## config.mk

```make
export PLATFORM = sky130hd
export DESIGN_NAME = fp32_dot_accumulator
export DESIGN_NICKNAME = d
export VERILOG_FILES = /design/src/rtl/fp32_pkg.sv /design/src/rtl/fp32_dot_accumulator_lzc28.sv /design/src/rtl/fp32_dot_accumulator.sv
export SDC_FILE = /design/constraint.sdc
export NUM_CORES = 1
export LEC_CHECK = 0
export CAP_MARGIN = 5
export CORE_UTILIZATION = 56
export DETAILED_ROUTE_END_ITERATION = 6
export PLACE_DENSITY = 0.76
export SETUP_SLACK_MARGIN = 0.02
export SKIP_CTS_REPAIR_TIMING = 1
export SLEW_MARGIN = 20
export SYNTH_ARGS = -nofsm -noshare
export SYNTH_HDL_FRONTEND = slang
export SYNTH_SLANG_ARGS = --single-unit
```

## constraint.sdc

```tcl
create_clock -name clk -period 11 [get_ports clk]
set_input_delay 2.2 -clock clk [delete_from_list [all_inputs] [get_ports clk]]
set_output_delay 2.2 -clock clk [all_outputs]
set_load 0.02 [all_outputs]
```

## src/rtl/fp32_pkg.sv

```systemverilog
// Shared FP32 constants, field widths and accumulator state encoding.
package fp32_pkg;

  localparam int unsigned EXP_W  = 8;
  localparam int unsigned FRAC_W = 23;
  localparam int unsigned SIG_W  = FRAC_W + 1;  // hidden bit + fraction
  localparam int unsigned ALN_W  = SIG_W + 3;   // + guard, round, sticky
  localparam int unsigned SUM_W  = ALN_W + 1;   // + carry-out
  localparam int unsigned LZC_W  = 5;

  localparam logic [31:0] FP32_QNAN    = 32'h7FC00000;
  localparam logic [31:0] FP32_POS_INF = 32'h7F800000;
  localparam int          FP32_BIAS    = 127;

  typedef enum logic [1:0] {
    IDLE,
    ALIGN,
    NORM,
    DONE
  } acc_state_t;

endpackage

```

## src/rtl/fp32_dot_accumulator_lzc28.sv

```systemverilog
// Combinational leading-zero counter over the 28-bit adder sum; all-zero input yields 28.
module lzc28
  import fp32_pkg::*;
(
  input  logic [SUM_W-1:0] value,
  output logic [LZC_W-1:0] count
);

  logic found;

  // Scan from the MSB and stop at the first set bit.
  always_comb begin
    count = 5'd28;
    found = 1'b0;
    for (int unsigned i = 0; i < SUM_W; i++) begin
      if (!found && value[SUM_W-1-i]) begin
        count = 5'(i);
        found = 1'b1;
      end
    end
  end

endmodule

```

## src/rtl/fp32_dot_accumulator.sv

```systemverilog
// Sequential FP32 accumulator: D = C + sum(A_i * B_i), one product per handshake,
// two-stage align/normalize add, round-toward-zero, denormals flushed to zero.
module fp32_dot_accumulator
  import fp32_pkg::*;
#(
  parameter int FLUSH_DENORM = 1
) (
  input  logic        clk,
  input  logic        rst_n,
  input  logic        in_valid,
  output logic        in_ready,
  input  logic [31:0] in_data,
  input  logic        in_first,
  input  logic        in_last,
  input  logic [31:0] acc_init,
  output logic        out_valid,
  input  logic        out_ready,
  output logic [31:0] out_data
);

  acc_state_t state;

  logic [31:0]      x_q, y_q, acc, out_data_q;
  logic             last_q, out_valid_q;
  logic [SUM_W-1:0] sum_q;
  logic             sign_q;
  logic [EXP_W-1:0] exp_q;
  logic             nan_q, inf_q, inf_sign_q, zero_q, zero_sign_q;

  // Operand fields and classification
  logic              x_sign, y_sign;
  logic [EXP_W-1:0]  x_exp, y_exp;
  logic [FRAC_W-1:0] x_frac, y_frac;
  logic              x_zero, y_zero, x_inf, y_inf, x_nan, y_nan, x_big;

  assign {x_sign, x_exp, x_frac} = x_q;
  assign {y_sign, y_exp, y_frac} = y_q;

  assign x_zero = (x_exp == '0) && ((FLUSH_DENORM != 0) || (x_frac == '0));
  assign y_zero = (y_exp == '0) && ((FLUSH_DENORM != 0) || (y_frac == '0));
  assign x_inf  = (x_exp == '1) && (x_frac == '0);
  assign y_inf  = (y_exp == '1) && (y_frac == '0);
  assign x_nan  = (x_exp == '1) && (x_frac != '0);
  assign y_nan  = (y_exp == '1) && (y_frac != '0);
  assign x_big  = {x_exp, x_frac} >= {y_exp, y_frac};

  logic              big_sign, small_sign, big_zero, small_zero;
  logic [EXP_W-1:0]  big_exp, small_exp, diff;
  logic [FRAC_W-1:0] big_frac, small_frac;
  logic [SIG_W-1:0]  big_sig, small_sig;
  logic [ALN_W-1:0]  big_aln, small_ext, shifted, lost_mask, small_aln;
  logic [SUM_W-1:0]  sum;

  // Align stage: order by magnitude, shift the smaller significand with sticky, add/subtract.
  always_comb begin
    big_sign   = x_big ? x_sign : y_sign;
    big_exp    = x_big ? x_exp  : y_exp;
    big_frac   = x_big ? x_frac : y_frac;
    big_zero   = x_big ? x_zero : y_zero;
    small_sign = x_big ? y_sign : x_sign;
    small_exp  = x_big ? y_exp  : x_exp;
    small_frac = x_big ? y_frac : x_frac;
    small_zero = x_big ? y_zero : x_zero;

    big_sig   = big_zero   ? '0 : {big_exp != '0, big_frac};
    small_sig = small_zero ? '0 : {small_exp != '0, small_frac};
    diff      = big_exp - small_exp;
    big_aln   = {big_sig, 3'b000};
    small_ext = {small_sig, 3'b000};
    shifted   = '0;
    lost_mask = '0;

    if (diff >= 8'(ALN_W)) begin
      small_aln = {{(ALN_W-1){1'b0}}, small_sig != '0};
    end else begin
      shifted   = small_ext >> diff;
      lost_mask = (27'd1 << diff) - 27'd1;
      small_aln = {shifted[ALN_W-1:1], shifted[0] | ((small_ext & lost_mask) != '0)};
    end

    if (big_sign == small_sign) sum = {1'b0, big_aln} + {1'b0, small_aln};
    else                        sum = {1'b0, big_aln} - {1'b0, small_aln};
  end

  // Normalize stage
  logic [LZC_W-1:0]  lz;
  logic [SUM_W-1:0]  norm_sig;
  logic signed [9:0] norm_exp;
  logic [31:0]       result;
  logic              unused_norm_bits;

  lzc28 u_lzc28 (
    .value (sum_q),
    .count (lz)
  );

  assign norm_sig         = sum_q << lz;
  assign norm_exp         = $signed({2'b00, exp_q}) + 10'sd1 - $signed({5'b00000, lz});
  assign unused_norm_bits = ^{norm_sig[SUM_W-1], norm_sig[3:0]};

  // Select the final encoding. Zero-operand and cancellation cases are resolved
  // before the exponent checks because a zero sum has no meaningful exponent.
  always_comb begin
    result = {sign_q, norm_exp[EXP_W-1:0], norm_sig[SUM_W-2:4]};
    if (nan_q)                    result = FP32_QNAN;
    else if (inf_q)               result = {inf_sign_q, FP32_POS_INF[30:0]};
    else if (zero_q)              result = {zero_sign_q, 31'd0};
    else if (sum_q == '0)         result = '0;
    else if (norm_exp >= 10'sd255) result = {sign_q, FP32_POS_INF[30:0]};
    else if (norm_exp <= 10'sd0)  result = '0;
  end

  // Control FSM with registered operands, pipeline state and output port.
  always_ff @(posedge clk or negedge rst_n) begin
    if (!rst_n) begin
      state       <= IDLE;
      x_q         <= '0;
      y_q         <= '0;
      last_q      <= 1'b0;
      acc         <= '0;
      out_data_q  <= '0;
      out_valid_q <= 1'b0;
      sum_q       <= '0;
      sign_q      <= 1'b0;
      exp_q       <= '0;
      nan_q       <= 1'b0;
      inf_q       <= 1'b0;
      inf_sign_q  <= 1'b0;
      zero_q      <= 1'b0;
      zero_sign_q <= 1'b0;
    end else begin
      case (state)
        IDLE: begin
          if (in_valid) begin
            x_q    <= in_data;
            y_q    <= in_first ? acc_init : acc;
            last_q <= in_last;
            state  <= ALIGN;
          end
        end
        ALIGN: begin
          sum_q       <= sum;
          sign_q      <= big_sign;
          exp_q       <= big_exp;
          nan_q       <= x_nan | y_nan | (x_inf & y_inf & (x_sign != y_sign));
          inf_q       <= x_inf | y_inf;
          inf_sign_q  <= x_inf ? x_sign : y_sign;
          zero_q      <= x_zero & y_zero;
          zero_sign_q <= x_sign & y_sign;
          state       <= NORM;
        end
        NORM: begin
          acc <= result;
          if (last_q) begin
            out_data_q  <= result;
            out_valid_q <= 1'b1;
            state       <= DONE;
          end else begin
            state <= IDLE;
          end
        end
        DONE: begin
          if (out_ready) begin
            out_valid_q <= 1'b0;
            state       <= IDLE;
          end
        end
        default: state <= IDLE;
      endcase
    end
  end

  assign in_ready  = (state == IDLE);
  assign out_valid = out_valid_q;
  assign out_data  = out_data_q;

endmodule

```

==> impl_results.md <==
- Seq/Total Area, Yosys: 0.2792
- Fill count: 2432
- Residual DRC count: 0
- Worst Tran Pin Value: 1.143 ns
- Slew Viols, Final: 0
- CP Capture Type: flop
- H-Tree Depth: 4
- Die Ht: 168.9 um
- Data required time of the worst path: 11.31 ns
- Die area: 28520 sq um
- Max Fclk: 105.2 MHz
- I/O Buffers: 103
- Post-synthesis cell count: 2024
- Synth top area cells: dfrtp_1 28%, nand2_1 8.0%, ha_1 7.6%
- Count of different cell masters after synthesis: 91
- Hold/Removal Path Class: flop to flop
- Max_slew headroom: 0.2301
- Vias per cell: 6.364
- Area of the multi-input gates: 10340 sq um
- Worst endpoint data arrival time: 9.82 ns
- Critical path class: flop to flop
- Crit path max-delay family: compound AO/OA/AOI/OAI gates
- Post-detail-place hpwl: 40.72 mm
- Crit path max-delay cell type: a2111oi_0
- Final hold vios: 0
- Clk_lat worst skew: 0.44 ns
- Antenna diode count: 0
- Vias in the first global route: 14590
- Net count after synthesis: 2191
- Routed vias: 15452
- First-pass GRT wire length: 83.03 mm
- Crit path buffers/inverters: 3
- Status: completed
- RSZ-0062 raised after global routing: no
- Initial antenna violation count: 1
- Post-synth ARST share: 1.000
- Chip width: 168.9 um
- Synth top area share: 0.2792
- Post-Syn Area: 15590 sq um
- Avg Inst Size Synth: 7.705 sq um
- Max clock buf depth: 2
- Core area: 27100 sq um
- Commonest non-fill, non-tap cell in the layout: nand2_1
- DR iter-0 viols: 1714
- Finished layout cell area: 17410 sq um
- WL per Instance: 21.74 um
- Synthesized flop and latch total: 174
- GRT overflow: 0
- CTS tree: yes
- Crit path top cell by count: o21ai_0
- Placed cells: 2396
- Filler-free cell count of the finished design: 2428
- Critical-path maximum fanout: 14
- Post-DP Area: 16770 sq um
- DRT antenna net count: 0
- Setup_tns: 0 ns
- Initial Util: 0.5754
- Final WL: 52.80 mm
- Main synth FF type: dfrtp_1
- RD Place Congestion: 1.023
- Most frequent cells in the layout: 332 x nand2_1, 190 x nor2_1, 178 x a21oi_1, 174 x dfrtp_1, 164 x o21ai_0
- EDFF count, synth: 0
- GRT Overall Usage: 0.3770
- MaxCap Viol Count: 0
- Clock Skew: 0.02152 ns
- CTS Sinks: 174
- Period utilisation layout: 0.8645
- Final setup fails: 0
- CTS root buffer: clkbuf_16
- Synth area leader: dfrtp_1
- Worst setup SP type: flop
- CTS Buf Count: 17
- Fraction of layout cells with a size suffix above 1: 0.07782
- Reg area: 4354 sq um
- Largest net degree at the start of global routing: 77
- Clock slew at reported path FFs: 0.08 ns
- Layout area overhead: 11.61%
- Row count: 60
- Final nets: 2210
- Pre-Repair DR Iteration Count: 6
- Slowest stage delay, CP: 0.60 ns
- Final min period: 9.510 ns
- Yosys Warn Count: 0
- IO Count: 104
## metrics by stage
stage	hold slack, ns	utilization	setup slack, ns
3_3_place_gp	0.4606	0.6189	1.955
2_1_floorplan	0.4467	-	1.005
4_1_cts	0.4865	0.6422	1.735
5_1_grt	0.5079	0.6422	0.5014
3_5_place_dp	0.4665	0.6189	1.799
6_report	0.4811	0.6422	1.490
## tightest hold or removal path: cells and delay by family (launching register included)
family,cells,cell delay [ns]
flops,1,0.35
simple gates,1,0.04
compound gates,1,0.06
## cell families (layout without fill, tap and decap cells)
logic type      Yosys count  in the layout  synth area share
compound gates          570            570            0.2282
xor+xnor                 34             34           0.02006
fa+ha+maj                97             97           0.07879
buf+inv                 234            266           0.05929
flops                   174            174            0.2792
mux                     171            171            0.1223
simple gates            744            744            0.2122
## sequential cells by signal, indices dropped and copies added (netlist names), 2 cells and up
signal / count
exp_q: 8
state: 2
sum_q: 28
y_q: 32
x_q: 32
acc: 32
out_data: 32
## worst paths after layout
path | start | end | slack, ns | depth (start not counted)
max in group asynchronous | rst_n | sum_q[21]$_DFFE_PN0N_ | 7.36 | 3
max | y_q[27]$_DFFE_PN0P_ | sum_q[25]$_DFFE_PN0N_ | 1.49 | 41
max reg2reg | y_q[27]$_DFFE_PN0P_ | sum_q[25]$_DFFE_PN0N_ | 1.49 | 41
min | out_data[9]$_DFFE_PN0P_ | out_data[9]$_DFFE_PN0P_ | 0.48 | 2
min reg2reg | out_data[9]$_DFFE_PN0P_ | out_data[9]$_DFFE_PN0P_ | 0.48 | 2
min in group asynchronous | rst_n | acc[26]$_DFFE_PN0N_ | 1.69 | 1
## Yosys cell counts, types with 16 or more instances
cell type,n
nand2_1,333
nor2_1,191
a21oi_1,178
dfrtp_1,174
o21ai_0,164
mux2i_1,114
inv_1,105
ha_1,95
clkbuf_1,94
mux2_2,46
nor3_1,35
nand3_1,33
nor4_1,26
nand4_1,24
xnor2_1,24
o31ai_1,20
a211oi_1,19
buf_1,19
nand2b_1,18
a31oi_1,16
## cell type report
cell class,count,area share
Sequential cell,174,0.2502
Clock inverter,15,0.01186
Timing Repair Buffer,128,0.06980
Inverter,106,0.02286
Tap cell,372,0.02674
Multi-Input combinational cell,1616,0.5941
Clock buffer,17,0.02444
## per-layer routing
layer	part of all wire	GRT usage
met1	0.44	0.5221
met2	0.44	0.5839
met4	0.042	0.1561
met3	0.083	0.06266
met5	0	0
Power is not shown: default switching activity piles up to over one toggle a cycle in this logic, so the estimate is an artifact.
==> RTL change: new RTL, same flow settings <==
Reset style: synchronous (`rst_n`), changed in one clocked block.
--- a/src/rtl/fp32_dot_accumulator.sv
+++ b/src/rtl/fp32_dot_accumulator.sv
@@ -113,3 +113,3 @@
   // Control FSM with registered operands, pipeline state and output port.
-  always_ff @(posedge clk or negedge rst_n) begin
+  always_ff @(posedge clk) begin
     if (!rst_n) begin
Check against the original RTL: not equivalent (Yosys sat finds a counterexample within 4 cycles, from zero or initial values and one cycle with rst_n low; the reset may be asserted at any time).
==> RTL change against the unedited design <==
  * Cell count is 1.5% higher
  * Via count is 3.7% higher
  * Sequential cell count stayed put
  * Final area is 2.9% lower
  * First-iteration DRC count is 0.88% higher
  * Wire length is 0.94% lower
  * Non-clock buffer count is 4 lower
  * Setup slack worse by 0.13 ns
  * Fmax is 1.3% lower
  * Area after synthesis is 2.8% lower
Power is left out: it rests on default switching activity, and per cell area and clock period it moved more than threefold.
==> RTL change: results (changes against the unedited design) <==
| Metric | Value |
|---|---|
| Ranking of synthesized cells by area | `dfxtp_1, nand2_1, ha_1` |
| Number of port buffers | `103 (unchanged)` |
| Synth unique cells | `89 (-2.2%)` |
| Largest net degree at the start of global routing | `82 (+6.5%)` |
| Number of global-route vias before repair | `15072 (+3.3%)` |
| Synth Net Count | `2282 (+4.2%)` |
| Register area share after synthesis | `0.230 (-0.0495)` |
| Overall fraction of global-route tracks in use | `0.376 (-0.00114)` |
| Gate Count Post-Synth | `2115 (+4.5%)` |
| Vias | `16027 (+3.7%)` |
| Critical path arrival | `9.95 ns (+0.13 ns)` |
| Most frequently used flop master after synthesis | `dfxtp_1` |
| Max-slew headroom | `0.348 (+0.118)` |
| Post-place instance area | `16200 µm² (-3.3%)` |
| Total detailed-routing wirelength | `52.3 mm (-0.94%)` |
| Drt first-iter violations | `1729 (+0.88%)` |
| Commonest cells in the netlist | `nand2_1, nor2_1, a21oi_1` |
| Post-Route Skew | `0.0240 ns (+0.00251 ns)` |
| Signed area change from the synthesized netlist to the final layout | `11.4%` |
| Worst slack on hold paths | `0.459 ns (-0.0222 ns)` |
| Fillers | `2362 (-2.9%)` |
| Gpl congestion | `1.00 (-2.2%)` |
| Post-detail-place hpwl | `39.4 mm (-3.1%)` |
| Status | `finished clean` |
| Wire length of the first global-routing pass | `83.0 mm (about the same)` |
| Cell Count Post-Placement | `2432 (+1.5%)` |
| Insertion delay of the later-clocked pin in the worst-skew pair | `0.46 ns (+0.02 ns)` |
| Delay of the slowest cell on the worst path | `0.58 ns (-0.02 ns)` |
| Highest net fanout along the worst path | `21 (+7)` |
| Pre-CTS worst setup slack | `1.34 ns (-0.456 ns)` |
| Share of async-settable or async-resettable flops after synthesis | `0 (-1.00)` |
| Ratio of cells with drive above 1 in the final layout | `0.0606 (-0.0172)` |
| Number of antenna violations at the first check in global routing | `0 (-1)` |
| Count of non-filler cells in the finished layout | `2464 (+1.5%)` |
[RTL change: changes by cell type after synthesis, moves of 34 or more]
cell,change
a21oi_1,+45
dfrtp_1,-174
o21ai_0,-63
dfxtp_1,+174
nor2_1,+38
a211oi_1,+47
mux2_2,-34
[RTL change: cell type report]
class / count / area share
Multi-Input combinational cell: 1692 / 0.636
Sequential cell: 174 / 0.206
Timing Repair Buffer: 124 / 0.0701
Clock buffer: 17 / 0.0252
Tap cell: 335 / 0.0248
Inverter: 107 / 0.0239
Clock inverter: 15 / 0.0135
[RTL change: cell families after synthesis]
| logic type | after synthesis | synth area share |
|---|---|---|
| AOI/OAI and AO/OA | 619 | 0.261 |
| muxes | 138 | 0.108 |
| buffers and inverters | 249 | 0.0641 |
| DFF | 174 | 0.230 |
| and+or+nand+nor | 805 | 0.238 |
| xor gates and xnor gates | 33 | 0.0191 |
| adders and majority gates | 97 | 0.0810 |
[RTL change: routing by layer]
metal / global-route usage / vias up / share of wire
li1: - / 7588 / -
met1: 0.509 / 7447 / 0.43
met2: 0.581 / 854 / 0.43
met3: 0.0689 / 138 / 0.10
met4: 0.169 / 0 / 0.043
met5: 0 / - / 0
[RTL change: worst paths after layout]
path            from        end  cells past startpoint
min reg2reg  acc[20]    acc[20]                      2
min          acc[20]    acc[20]                      2
max          y_q[27]  sum_q[26]                     42
max reg2reg  y_q[27]  sum_q[26]                     42
[RTL change: worst max-delay path: cells and delay by family (launching register included)]
family	cells	cell delay, ns
xor gates and xnor gates	1	0.17
buffers and inverters	4	0.56
and+or+nand+nor	11	2.26
adders and majority gates	3	1.00
AOI/OAI and AO/OA	22	4.50
DFF	1	0.43
muxes	1	0.54
